## config.mk

```make
export PLATFORM = sky130hd
export DESIGN_NAME = wb_ram_arbiter_flat
export DESIGN_NICKNAME = d
export VERILOG_FILES = /design/src/rtl/wb_ram_arbiter_pkg.sv /design/src/rtl/wb_ram_arbiter_if.sv /design/src/rtl/wb_arb_rr2.sv /design/src/rtl/wb_ram_arbiter.sv /design/src/flat_wrapper.sv
export SDC_FILE = /design/constraint.sdc
export NUM_CORES = 1
export LEC_CHECK = 0
export ABC_AREA = 1
export ABC_CLOCK_PERIOD_IN_PS = 1400
export CORE_AREA = 8 8 124 126
export DETAILED_ROUTE_END_ITERATION = 8
export DIE_AREA = 0 0 132 134
export PLACE_DENSITY = 0.65
export SYNTH_ARGS = -nofsm -noshare
export SYNTH_HDL_FRONTEND = slang
export SYNTH_SLANG_ARGS = --single-unit
```

## constraint.sdc

```tcl
create_clock -name wb_clk_i -period 1.4 [get_ports wb_clk_i]
set_clock_uncertainty 0.15 [all_clocks]
set_input_delay 0.28 -clock wb_clk_i [delete_from_list [all_inputs] [get_ports wb_clk_i]]
set_output_delay 0.28 -clock wb_clk_i [all_outputs]
set_load 0.005 [all_outputs]
```

## src/rtl/wb_ram_arbiter_pkg.sv

```systemverilog
// Shared Wishbone cycle-type constants and the grant-FSM state encoding used by
// the two-master RAM arbiter and its bench.
package wb_ram_arbiter_pkg;

  localparam logic [2:0] CTI_CLASSIC   = 3'b000;
  localparam logic [2:0] CTI_INC_BURST = 3'b010;
  localparam logic [2:0] CTI_END_BURST = 3'b111;
  localparam logic [1:0] BTE_LINEAR    = 2'b00;

  // State bits double as the one-hot grant vector: bit 0 = m0, bit 1 = m1.
  typedef enum logic [1:0] {
    ARB_IDLE = 2'b00,
    ARB_GNT0 = 2'b01,
    ARB_GNT1 = 2'b10
  } arb_state_t;

endpackage

```

## src/rtl/wb_ram_arbiter_if.sv

```systemverilog
// One Wishbone B3 bus segment; master modport for the initiator side, slave
// modport for the target side.
interface wb_ram_arbiter_if #(
  parameter int dw = 32,
  parameter int aw = 32
);
  logic [aw-1:0]   adr;
  logic [dw-1:0]   dat_w;
  logic [dw-1:0]   dat_r;
  logic [dw/8-1:0] sel;
  logic            we;
  logic [2:0]      cti;
  logic [1:0]      bte;
  logic            cyc;
  logic            stb;
  logic            ack;
  logic            err;

  modport master (
    output adr, dat_w, sel, we, cti, bte, cyc, stb,
    input  dat_r, ack, err
  );

  modport slave (
    input  adr, dat_w, sel, we, cti, bte, cyc, stb,
    output dat_r, ack, err
  );
endinterface

```

## src/rtl/wb_arb_rr2.sv

```systemverilog
// Two-requester round-robin grant FSM; a grant is held for as long as the
// owner keeps its request (cyc) high.
module wb_arb_rr2
  import wb_ram_arbiter_pkg::*;
(
  input  logic       clk,
  input  logic       rst,
  input  logic [1:0] req,
  output logic [1:0] gnt
);

  arb_state_t state, state_nxt;
  logic       last_gnt;  // 0 = m0, 1 = m1

  // NOTE: state registers use non-blocking assignments so every flop samples
  // pre-edge values regardless of block evaluation order.
  always_ff @(posedge clk or posedge rst) begin
    if (rst) begin
      state    <= ARB_IDLE;
      last_gnt <= 1'b1;
    end else begin
      state <= state_nxt;
      if (state_nxt != state && state_nxt != ARB_IDLE)
        last_gnt <= (state_nxt == ARB_GNT1);
    end
  end

  // NOTE: state_nxt is defaulted before the case so no path leaves it
  // unassigned, which would otherwise infer a latch.
  always_comb begin
    state_nxt = state;
    unique case (state)
      ARB_IDLE: begin
        if (req == 2'b11)     state_nxt = last_gnt ? ARB_GNT0 : ARB_GNT1;
        else if (req[0])      state_nxt = ARB_GNT0;
        else if (req[1])      state_nxt = ARB_GNT1;
      end
      ARB_GNT0: begin
        if (!req[0])          state_nxt = req[1] ? ARB_GNT1 : ARB_IDLE;
      end
      ARB_GNT1: begin
        if (!req[1])          state_nxt = req[0] ? ARB_GNT0 : ARB_IDLE;
      end
      default:                state_nxt = ARB_IDLE;
    endcase
  end

  assign gnt = {state == ARB_GNT1, state == ARB_GNT0};

endmodule

```

## src/rtl/wb_ram_arbiter.sv

```systemverilog
// Shares one Wishbone RAM slave between the instruction (m0) and data (m1)
// masters; the grant FSM is registered, all bus muxing is combinational.
module wb_ram_arbiter
  import wb_ram_arbiter_pkg::*;
#(
  parameter int dw = 32,
  parameter int aw = 32
) (
  input  logic              wb_clk_i,
  input  logic              wb_rst_i,
  wb_ram_arbiter_if.slave   m0,
  wb_ram_arbiter_if.slave   m1,
  wb_ram_arbiter_if.master  s
);

  logic [1:0]      gnt;
  logic [aw-1:0]   adr_mux;
  logic [dw-1:0]   dat_mux;
  logic [dw/8-1:0] sel_mux;
  logic            we_mux;
  logic [2:0]      cti_mux;
  logic [1:0]      bte_mux;

  wb_arb_rr2 u_arb (
    .clk (wb_clk_i),
    .rst (wb_rst_i),
    .req ({m1.cyc, m0.cyc}),
    .gnt (gnt)
  );

  // Idle and GNT0 both pass m0, so only the m1 grant switches the mux.
  always_comb begin
    adr_mux = m0.adr;
    dat_mux = m0.dat_w;
    sel_mux = m0.sel;
    we_mux  = m0.we;
    cti_mux = m0.cti;
    bte_mux = m0.bte;
    if (gnt[1]) begin
      adr_mux = m1.adr;
      dat_mux = m1.dat_w;
      sel_mux = m1.sel;
      we_mux  = m1.we;
      cti_mux = m1.cti;
      bte_mux = m1.bte;
    end
  end

  assign s.adr   = adr_mux;
  assign s.dat_w = dat_mux;
  assign s.sel   = sel_mux;
  assign s.we    = we_mux;
  assign s.cti   = cti_mux;
  assign s.bte   = bte_mux;
  assign s.cyc   = (gnt[0] & m0.cyc) | (gnt[1] & m1.cyc);
  assign s.stb   = (gnt[0] & m0.cyc & m0.stb) | (gnt[1] & m1.cyc & m1.stb);

  // Read data is broadcast; handshake responses reach only the owner.
  assign m0.dat_r = s.dat_r;
  assign m1.dat_r = s.dat_r;
  assign m0.ack   = gnt[0] & s.ack;
  assign m1.ack   = gnt[1] & s.ack;
  assign m0.err   = gnt[0] & s.err;
  assign m1.err   = gnt[1] & s.err;

endmodule

```

## src/flat_wrapper.sv

```systemverilog
// flat-port wrapper written by rule: the top's interface ports become plain ports
module wb_ram_arbiter_flat import wb_ram_arbiter_pkg::*;
#(
  parameter int dw = 32,
  parameter int aw = 32
)
  (wb_clk_i, wb_rst_i, m0_adr, m0_dat_w, m0_sel, m0_we, m0_cti, m0_bte, m0_cyc, m0_stb, m0_dat_r, m0_ack, m0_err, m1_adr, m1_dat_w, m1_sel, m1_we, m1_cti, m1_bte, m1_cyc, m1_stb, m1_dat_r, m1_ack, m1_err, s_adr, s_dat_w, s_sel, s_we, s_cti, s_bte, s_cyc, s_stb, s_dat_r, s_ack, s_err);
  wb_ram_arbiter_if #(.dw(dw), .aw(aw)) m0_i ();
  wb_ram_arbiter_if #(.dw(dw), .aw(aw)) m1_i ();
  wb_ram_arbiter_if #(.dw(dw), .aw(aw)) s_i ();
  input  logic wb_clk_i;
  input  logic wb_rst_i;
  input wire logic [$bits(m0_i.adr)-1:0] m0_adr;
  input wire logic [$bits(m0_i.dat_w)-1:0] m0_dat_w;
  input wire logic [$bits(m0_i.sel)-1:0] m0_sel;
  input wire logic [$bits(m0_i.we)-1:0] m0_we;
  input wire logic [$bits(m0_i.cti)-1:0] m0_cti;
  input wire logic [$bits(m0_i.bte)-1:0] m0_bte;
  input wire logic [$bits(m0_i.cyc)-1:0] m0_cyc;
  input wire logic [$bits(m0_i.stb)-1:0] m0_stb;
  output wire logic [$bits(m0_i.dat_r)-1:0] m0_dat_r;
  output wire logic [$bits(m0_i.ack)-1:0] m0_ack;
  output wire logic [$bits(m0_i.err)-1:0] m0_err;
  input wire logic [$bits(m1_i.adr)-1:0] m1_adr;
  input wire logic [$bits(m1_i.dat_w)-1:0] m1_dat_w;
  input wire logic [$bits(m1_i.sel)-1:0] m1_sel;
  input wire logic [$bits(m1_i.we)-1:0] m1_we;
  input wire logic [$bits(m1_i.cti)-1:0] m1_cti;
  input wire logic [$bits(m1_i.bte)-1:0] m1_bte;
  input wire logic [$bits(m1_i.cyc)-1:0] m1_cyc;
  input wire logic [$bits(m1_i.stb)-1:0] m1_stb;
  output wire logic [$bits(m1_i.dat_r)-1:0] m1_dat_r;
  output wire logic [$bits(m1_i.ack)-1:0] m1_ack;
  output wire logic [$bits(m1_i.err)-1:0] m1_err;
  output wire logic [$bits(s_i.adr)-1:0] s_adr;
  output wire logic [$bits(s_i.dat_w)-1:0] s_dat_w;
  output wire logic [$bits(s_i.sel)-1:0] s_sel;
  output wire logic [$bits(s_i.we)-1:0] s_we;
  output wire logic [$bits(s_i.cti)-1:0] s_cti;
  output wire logic [$bits(s_i.bte)-1:0] s_bte;
  output wire logic [$bits(s_i.cyc)-1:0] s_cyc;
  output wire logic [$bits(s_i.stb)-1:0] s_stb;
  input wire logic [$bits(s_i.dat_r)-1:0] s_dat_r;
  input wire logic [$bits(s_i.ack)-1:0] s_ack;
  input wire logic [$bits(s_i.err)-1:0] s_err;
  assign m0_i.adr = m0_adr;
  assign m0_i.dat_w = m0_dat_w;
  assign m0_i.sel = m0_sel;
  assign m0_i.we = m0_we;
  assign m0_i.cti = m0_cti;
  assign m0_i.bte = m0_bte;
  assign m0_i.cyc = m0_cyc;
  assign m0_i.stb = m0_stb;
  assign m0_dat_r = m0_i.dat_r;
  assign m0_ack = m0_i.ack;
  assign m0_err = m0_i.err;
  assign m1_i.adr = m1_adr;
  assign m1_i.dat_w = m1_dat_w;
  assign m1_i.sel = m1_sel;
  assign m1_i.we = m1_we;
  assign m1_i.cti = m1_cti;
  assign m1_i.bte = m1_bte;
  assign m1_i.cyc = m1_cyc;
  assign m1_i.stb = m1_stb;
  assign m1_dat_r = m1_i.dat_r;
  assign m1_ack = m1_i.ack;
  assign m1_err = m1_i.err;
  assign s_adr = s_i.adr;
  assign s_dat_w = s_i.dat_w;
  assign s_sel = s_i.sel;
  assign s_we = s_i.we;
  assign s_cti = s_i.cti;
  assign s_bte = s_i.bte;
  assign s_cyc = s_i.cyc;
  assign s_stb = s_i.stb;
  assign s_i.dat_r = s_dat_r;
  assign s_i.ack = s_ack;
  assign s_i.err = s_err;
  wb_ram_arbiter #(.dw(dw), .aw(aw)) u_core (.wb_clk_i(wb_clk_i), .wb_rst_i(wb_rst_i), .m0(m0_i), .m1(m1_i), .s(s_i));
endmodule
```

==> flow_summary.yaml, run 1 <==
global_routing:
  grt_pass1_wl_mm: 13.9
  grt_pass1_vias: 2503
  antenna_found_initial: 0
  track_usage_pct: 9.73
  grt_max_degree: 45
  grt.overflow.total: 0
sta:
  fmax_mhz: 495
  setup-violations-final: 80
  fin_ws_ns: -0.618
  worst_pin_slew_ns: 0.151
  hold_violations: 0
  slew_viol_final: 0
  fin_crit_sh_pct: 144
  period_minus_slack_ns: 2.02
  relSlewSlack_pct: 89.9
  fin_setup_tns_ns: -37.23
  rsz0062_at_grt: "true"
clock_tree:
  clock-root-buffer: "clkbuf_16"
  insertion_delay_ns: 0.22
  htreeDepth: 1
  clkSlewWorstSetupHoldPaths_ns: 0.03
  numCtsBuffers: 3
  clockBufferDepth: 2
  cts_hold_buf: 0
  clkSinkCount: 3
  cts_tree: "done"
setup_path:
  r2r_start: "u_core.u_arb.state[0]"
  cp-start-kind: "register"
  crit_path_max_fanout: 6
  reg2reg_depth: 7
  cp.arrival_ns: 1.59
  path_class: "reg -> out"
  startpoint: "u_core.u_arb.state[1]"
  crit_chain: "inv_2 -> nor2_4 -> buf_12 -> buf_6 -> clkbuf_16 -> buf_6 -> buf_4 -> nand2_1 -> nand2_1 -> clkbuf_2"
  crit_path_end_kind: "output port"
  critPathTopFamily: "buffers and inverters"
  path_buf_inv: 7
  crit_required_ns: 0.97
  reg2reg_to: "u_core.u_arb.last_gnt"
  cpPeakStageDelay_ns: 0.37
  ff2ff_setup_slack_ns: 0.14
  cpMaxStageDelayCell: "dfrtp_1"
yosys:
  synth_top_area_cell: "nand2_1"
  ys_warn_count: 0
  synthFlopType: "dfrtp_1"
  synth_edf_count: 0
  ys_seq_area_share_pct: 4.59
  synth_seq_cells: 3
  syn_nets: 527
  netlist_area_sq_mm: 0.00166
  netlist.area_leader.share_pct: 52.0
  ys_top_cells_by_area: "nand2_1 (52%), buf_4 (32%), dfrtp_1 (3.0%), buf_6 (2.7%), inv_1 (1.8%)"
  synth_commonest_cells: "nand2_1 (230), buf_4 (71), inv_1 (8), nor2_1 (6), buf_2 (5)"
  syn_inst: 339
  synth.distinct_cells: 15
  async_reset_ff_share_pct: 100
  avgSynthCellArea_sq_um: 4.90
  synth.most_common_cell: "nand2_1"
drt:
  dr.pass1.iters: 4
  route.vias.total: 2713
  dr_wl_met3_mm: 1.30
  wl_met2_mm: 5.50
  routed.top_layer: "met4"
  met1Wirelength_mm: 4.44
  drt_iter0_drc: 60
  wl_mm: 11.4
  drtAntennaViolNets: 0
  avgViaCountPerCell: 3.69
  route.detailed.drc: 0
  wl_per_cell_microns: 15.5
finish:
  layout-drive-gt1-share_pct: 32.0
  final_cell_area_sq_mm: 0.00433
  syn2layout_area_growth_pct: 160
  final_nets: 745
  diodes: 0
  finalNonFillerCells: 736
  utilization_pct: 32.0
status:
  status: "finished with violations"
  violations: "setup timing"
die:
  die-area_sq_mm: 0.0177
  die_h_microns: 134
  start_util_pct: 12.3
  placementRows: 43
  core_sq_mm: 0.0135
  die_w_microns: 132
  io_pins: 332
place:
  hpwl_mm: 7.81
  place_area_sq_mm: 0.00378
  io_buffers: 235
  gp_congestion: 0.775
  placed_cells: 686
pwr:
  p_leak_nw: 2.27
  peakVddDrop_v: 0.000618
  power.density_mw_per_mm2: 830
worst_hold_path:
  min_path_type: "in -> async"
job:
  max_cap_violations: 0
## cell usage in the layout (no fill, tap or decap), drive strengths merged
master,instances
inv,10
buf,75
dfrtp,2
nor3,1
nand3,3
and2,1
clkdlybuf4s50,155
o22ai,1
nor2,7
dfstp,1
a21oi,3
dlymetal6s2s,6
clkbuf,61
nand2,230
## how the worst max path moves through the flow
stage	endpoint	slack, ns	depth (start not counted)
2_1_floorplan	s_adr[16]	-0.02	5
3_3_place_gp	s_stb	-0.60	6
4_1_cts	m1_err	-0.82	6
3_5_place_dp	s_stb	-0.61	6
5_1_grt	s_dat_w[0]	-0.67	10
6_report	s_dat_w[0]	-0.62	10
## layer usage
layer | track usage (%) | vias up
li1 | - | 1380
met1 | 10.2 | 1122
met2 | 16.4 | 188
met3 | 5.46 | 23
met4 | 2.62 | 0
met5 | 0 | -
## worst reg2reg max path: cells and delay by family (launching register included)
| family | cells | cell delay, ns |
|---|---|---|
| simple gates | 3 | 0.18 |
| buf+inv | 3 | 0.31 |
| flops | 1 | 0.41 |
| compound gates | 1 | 0.14 |
## logic make-up after synthesis
family	after synthesis	synth area share, %
and+or+nand+nor	242	55.6
buffers and inverters	90	38.6
AOI/OAI and AO/OA	4	1.28
DFF	3	4.59
## per-stage QoR
stage                     setup slack [ns]  power [W]  hold slack (ns)
after floorplan                    -0.0157    0.00113           -0.117
after CTS                           -0.821    0.00294           0.0794
after global routing                -0.673    0.00389            0.116
after global placement              -0.602    0.00251            0.311
final                               -0.618    0.00359           0.0795
after detailed placement            -0.614    0.00251            0.314
## layout make-up
class,instances,area (sq um)
flip-flops and latches,3,77.6
repair buffers,293,2830
multi-input cells,246,1060
fillers,1486,9180
well taps,180,225
clock buffers,4,78.8
inverters,10,53.8
## sequential cells by signal, summed over array words and instances, names as in the netlist
signal,count
u_core.u_arb.last_gnt,1
u_core.u_arb.state,2
## what timing repair did
action	in CTS	in global routing
pin swaps	1	8
gates resized for setup	88	227
buffers inserted	5	29
endpoints found under the setup margin	80	81
cloned	2	11
## power breakdown
part | total, W | leakage, nW | internal [W] | switching, W
Sequential | 0.000138 | 0.0342 | 0.000125 | 0.0000135
Clock | 0.000453 | 0.0382 | 0.000376 | 0.0000776
Combinational | 0.00300 | 2.20 | 0.00174 | 0.00126
Power figures use the tool's default switching activity.
==> run 2: changes to the inputs <==
CORE_AREA = 2 2 129 131   (was 8 8 124 126)
DIE_AREA = 0 0 131 133   (was 0 0 132 134)
PLACE_DENSITY = 0.57   (was 0.65)
SLEW_MARGIN = 5   (was unset)
==> run 2 against run 1 <==
  * The flow still finishes with violations (setup timing)
  * Utilization decreased by 3.7 points
  * Wire length fell by 7.1%
  * Critical path depth shrank 1
  * Worst setup slack lost 0.0031 ns
  * Fmax is 0.16% lower
  * Critical endpoint is now s_dat_w[20]
  * Hold slack better by 0.0035 ns
  * Largest cell class unchanged
==> flow_summary.yaml, run 2 (synthesized netlist as in run 1, its figures left out) <==
die:
  die_w_microns: 131
  die_h_microns: 133
  core_sq_mm: 0.0162
  start_util_pct: 10.3
  io_pins: 332
  placementRows: 47
  die-area_sq_mm: 0.0174
drt:
  met1Wirelength_mm: 4.20
  drt_iter0_drc: 71
  wl_per_cell_microns: 13.7
  avgViaCountPerCell: 3.57
  wl_mm: 10.6
  dr.pass1.iters: 4
  drtAntennaViolNets: 0
  wl_met2_mm: 5.20
  route.detailed.drc: 0
  route.vias.total: 2781
  routed.top_layer: "met4"
  dr_wl_met3_mm: 1.10
job:
  max_cap_violations: 0
status:
  status: "finished with violations"
  violations: "setup timing"
setup_path:
  path_class: "reg -> out"
  crit_path_end_kind: "output port"
  ff2ff_setup_slack_ns: 0.07
  crit_required_ns: 0.97
  crit_path_max_fanout: 6
  cp-start-kind: "register"
  cp.arrival_ns: 1.59
sta:
  period_minus_slack_ns: 2.02
  setup-violations-final: 80
  worst_pin_slew_ns: 0.172
  fin_setup_tns_ns: -40.84
  fin_crit_sh_pct: 144
  hold_violations: 0
  hold_ws_ns: 0.0830
  rsz0062_at_grt: "true"
  relSlewSlack_pct: 88.4
  slew_viol_final: 0
  fin_ws_ns: -0.622
  fmax_mhz: 495
global_routing:
  grt.overflow.total: 0
  grt_pass1_wl_mm: 12.4
  track_usage_pct: 9.05
  grt_max_degree: 32
  grt_pass1_vias: 2520
  antenna_found_initial: 0
place:
  hpwl_mm: 6.42
  io_buffers: 235
  dp_slack_ns: -0.613
  gp_congestion: 0.740
  place_area_sq_mm: 0.00384
clock_tree:
  cts_hold_buf: 0
  clockBufferDepth: 2
  insertion_delay_ns: 0.22
  clkSlewWorstSetupHoldPaths_ns: 0.03
  numCtsBuffers: 3
  htreeDepth: 1
  clkSinkCount: 3
  cts_tree: "done"
  clock-root-buffer: "clkbuf_16"
pwr:
  power.density_mw_per_mm2: 820
  peakVddDrop_v: 0.000347
  total_power_w: 0.00376
  p_leak_nw: 2.41
finish:
  largest_reg_flops: 2
  regMostFlops: "u_core.u_arb.state"
  final_cell_area_sq_mm: 0.00458
  final_cell_mix: "nand2_1 (178), clkdlybuf4s50_1 (155), nand2_2 (46), buf_2 (45), buf_4 (21)"
  final.fill_count: 1774
  syn2layout_area_growth_pct: 175
  diodes: 0
  final_nets: 747
  layout_commonest_cell: "nand2_1"
  largestRegisters: "u_core.u_arb.state: 2 flops, u_core.u_arb.last_gnt: 1 flops"
  layout-drive-gt1-share_pct: 33.3
worst_hold_path:
  min_path_type: "in -> async"
==> run 2: changes by cell type in the layout (fill, tap and decap cells not counted), moves of 3 or more <==
cell            previous run  this run
buf_6                     23        17
nand2_1                  195       178
buf_4                     18        21
dlymetal6s2s_1             6        17
nand2_2                   30        46
clkbuf_2                  50        13
buf_2                     21        45
==> run 2: path summary, 6_finish.rpt <==
path	start	end	cells after the start
max	u_core.u_arb.state[0]	s_dat_w[20]	9
min	wb_rst_i	u_core.u_arb.state[0]	2
max reg2reg	u_core.u_arb.state[0]	u_core.u_arb.last_gnt	7
max in group asynchronous	wb_rst_i	u_core.u_arb.last_gnt	2
min in group wb_clk_i	u_core.u_arb.last_gnt	u_core.u_arb.last_gnt	2
min reg2reg	u_core.u_arb.last_gnt	u_core.u_arb.last_gnt	2
==> run 2: layer usage <==
metal | up-vias | global-route usage, %
li1 | 1383 | -
met1 | 1197 | 9.80
met2 | 180 | 16.6
met3 | 21 | 3.44
met4 | 0 | 1.71
met5 | - | 0
==> run 2: layout make-up <==
| cell class | count | area [sq um] | share of cell area [%] |
|---|---|---|---|
| Clock buffer | 4 | 78.8 | 1.72 |
| Inverter | 10 | 50.0 | 1.09 |
| Multi-Input combinational cell | 246 | 1120 | 24.5 |
| Sequential cell | 3 | 77.6 | 1.69 |
| Tap cell | 220 | 275 | 6.01 |
| Timing Repair Buffer | 295 | 2970 | 65.0 |
==> run 2: per-stage QoR <==
stage                     util, %  instances
final                        28.3        778
after global routing         28.3        778
after CTS                    25.5        751
after detailed placement     23.7        726
after global placement       23.7        726
after floorplan                 -        339
==> run 2: power breakdown <==
group	switching [W]	total (W)	leakage [nW]	internal (W)
combinational	0.00131	0.00317	2.33	0.00186
clock	0.0000694	0.000444	0.0382	0.000375
sequential	0.0000136	0.000138	0.0342	0.000125
==> run 2: timing repair <==
action                                  CTS  global route
cloned                                    5            10
endpoints found under the setup margin   80            81
pin swaps                                 9            15
resized for setup                       185           154
setup buffers                            17            20
==> run 2: critical path, stage by stage, from the launching register on <==
cell,delay (ns)
dfrtp_2,0.41
nor2_4,0.16
buf_6,0.14
clkinv_8,0.06
buf_12,0.13
buf_16,0.13
buf_8,0.12
nand2_2,0.04
nand2_1,0.05
buf_2,0.13
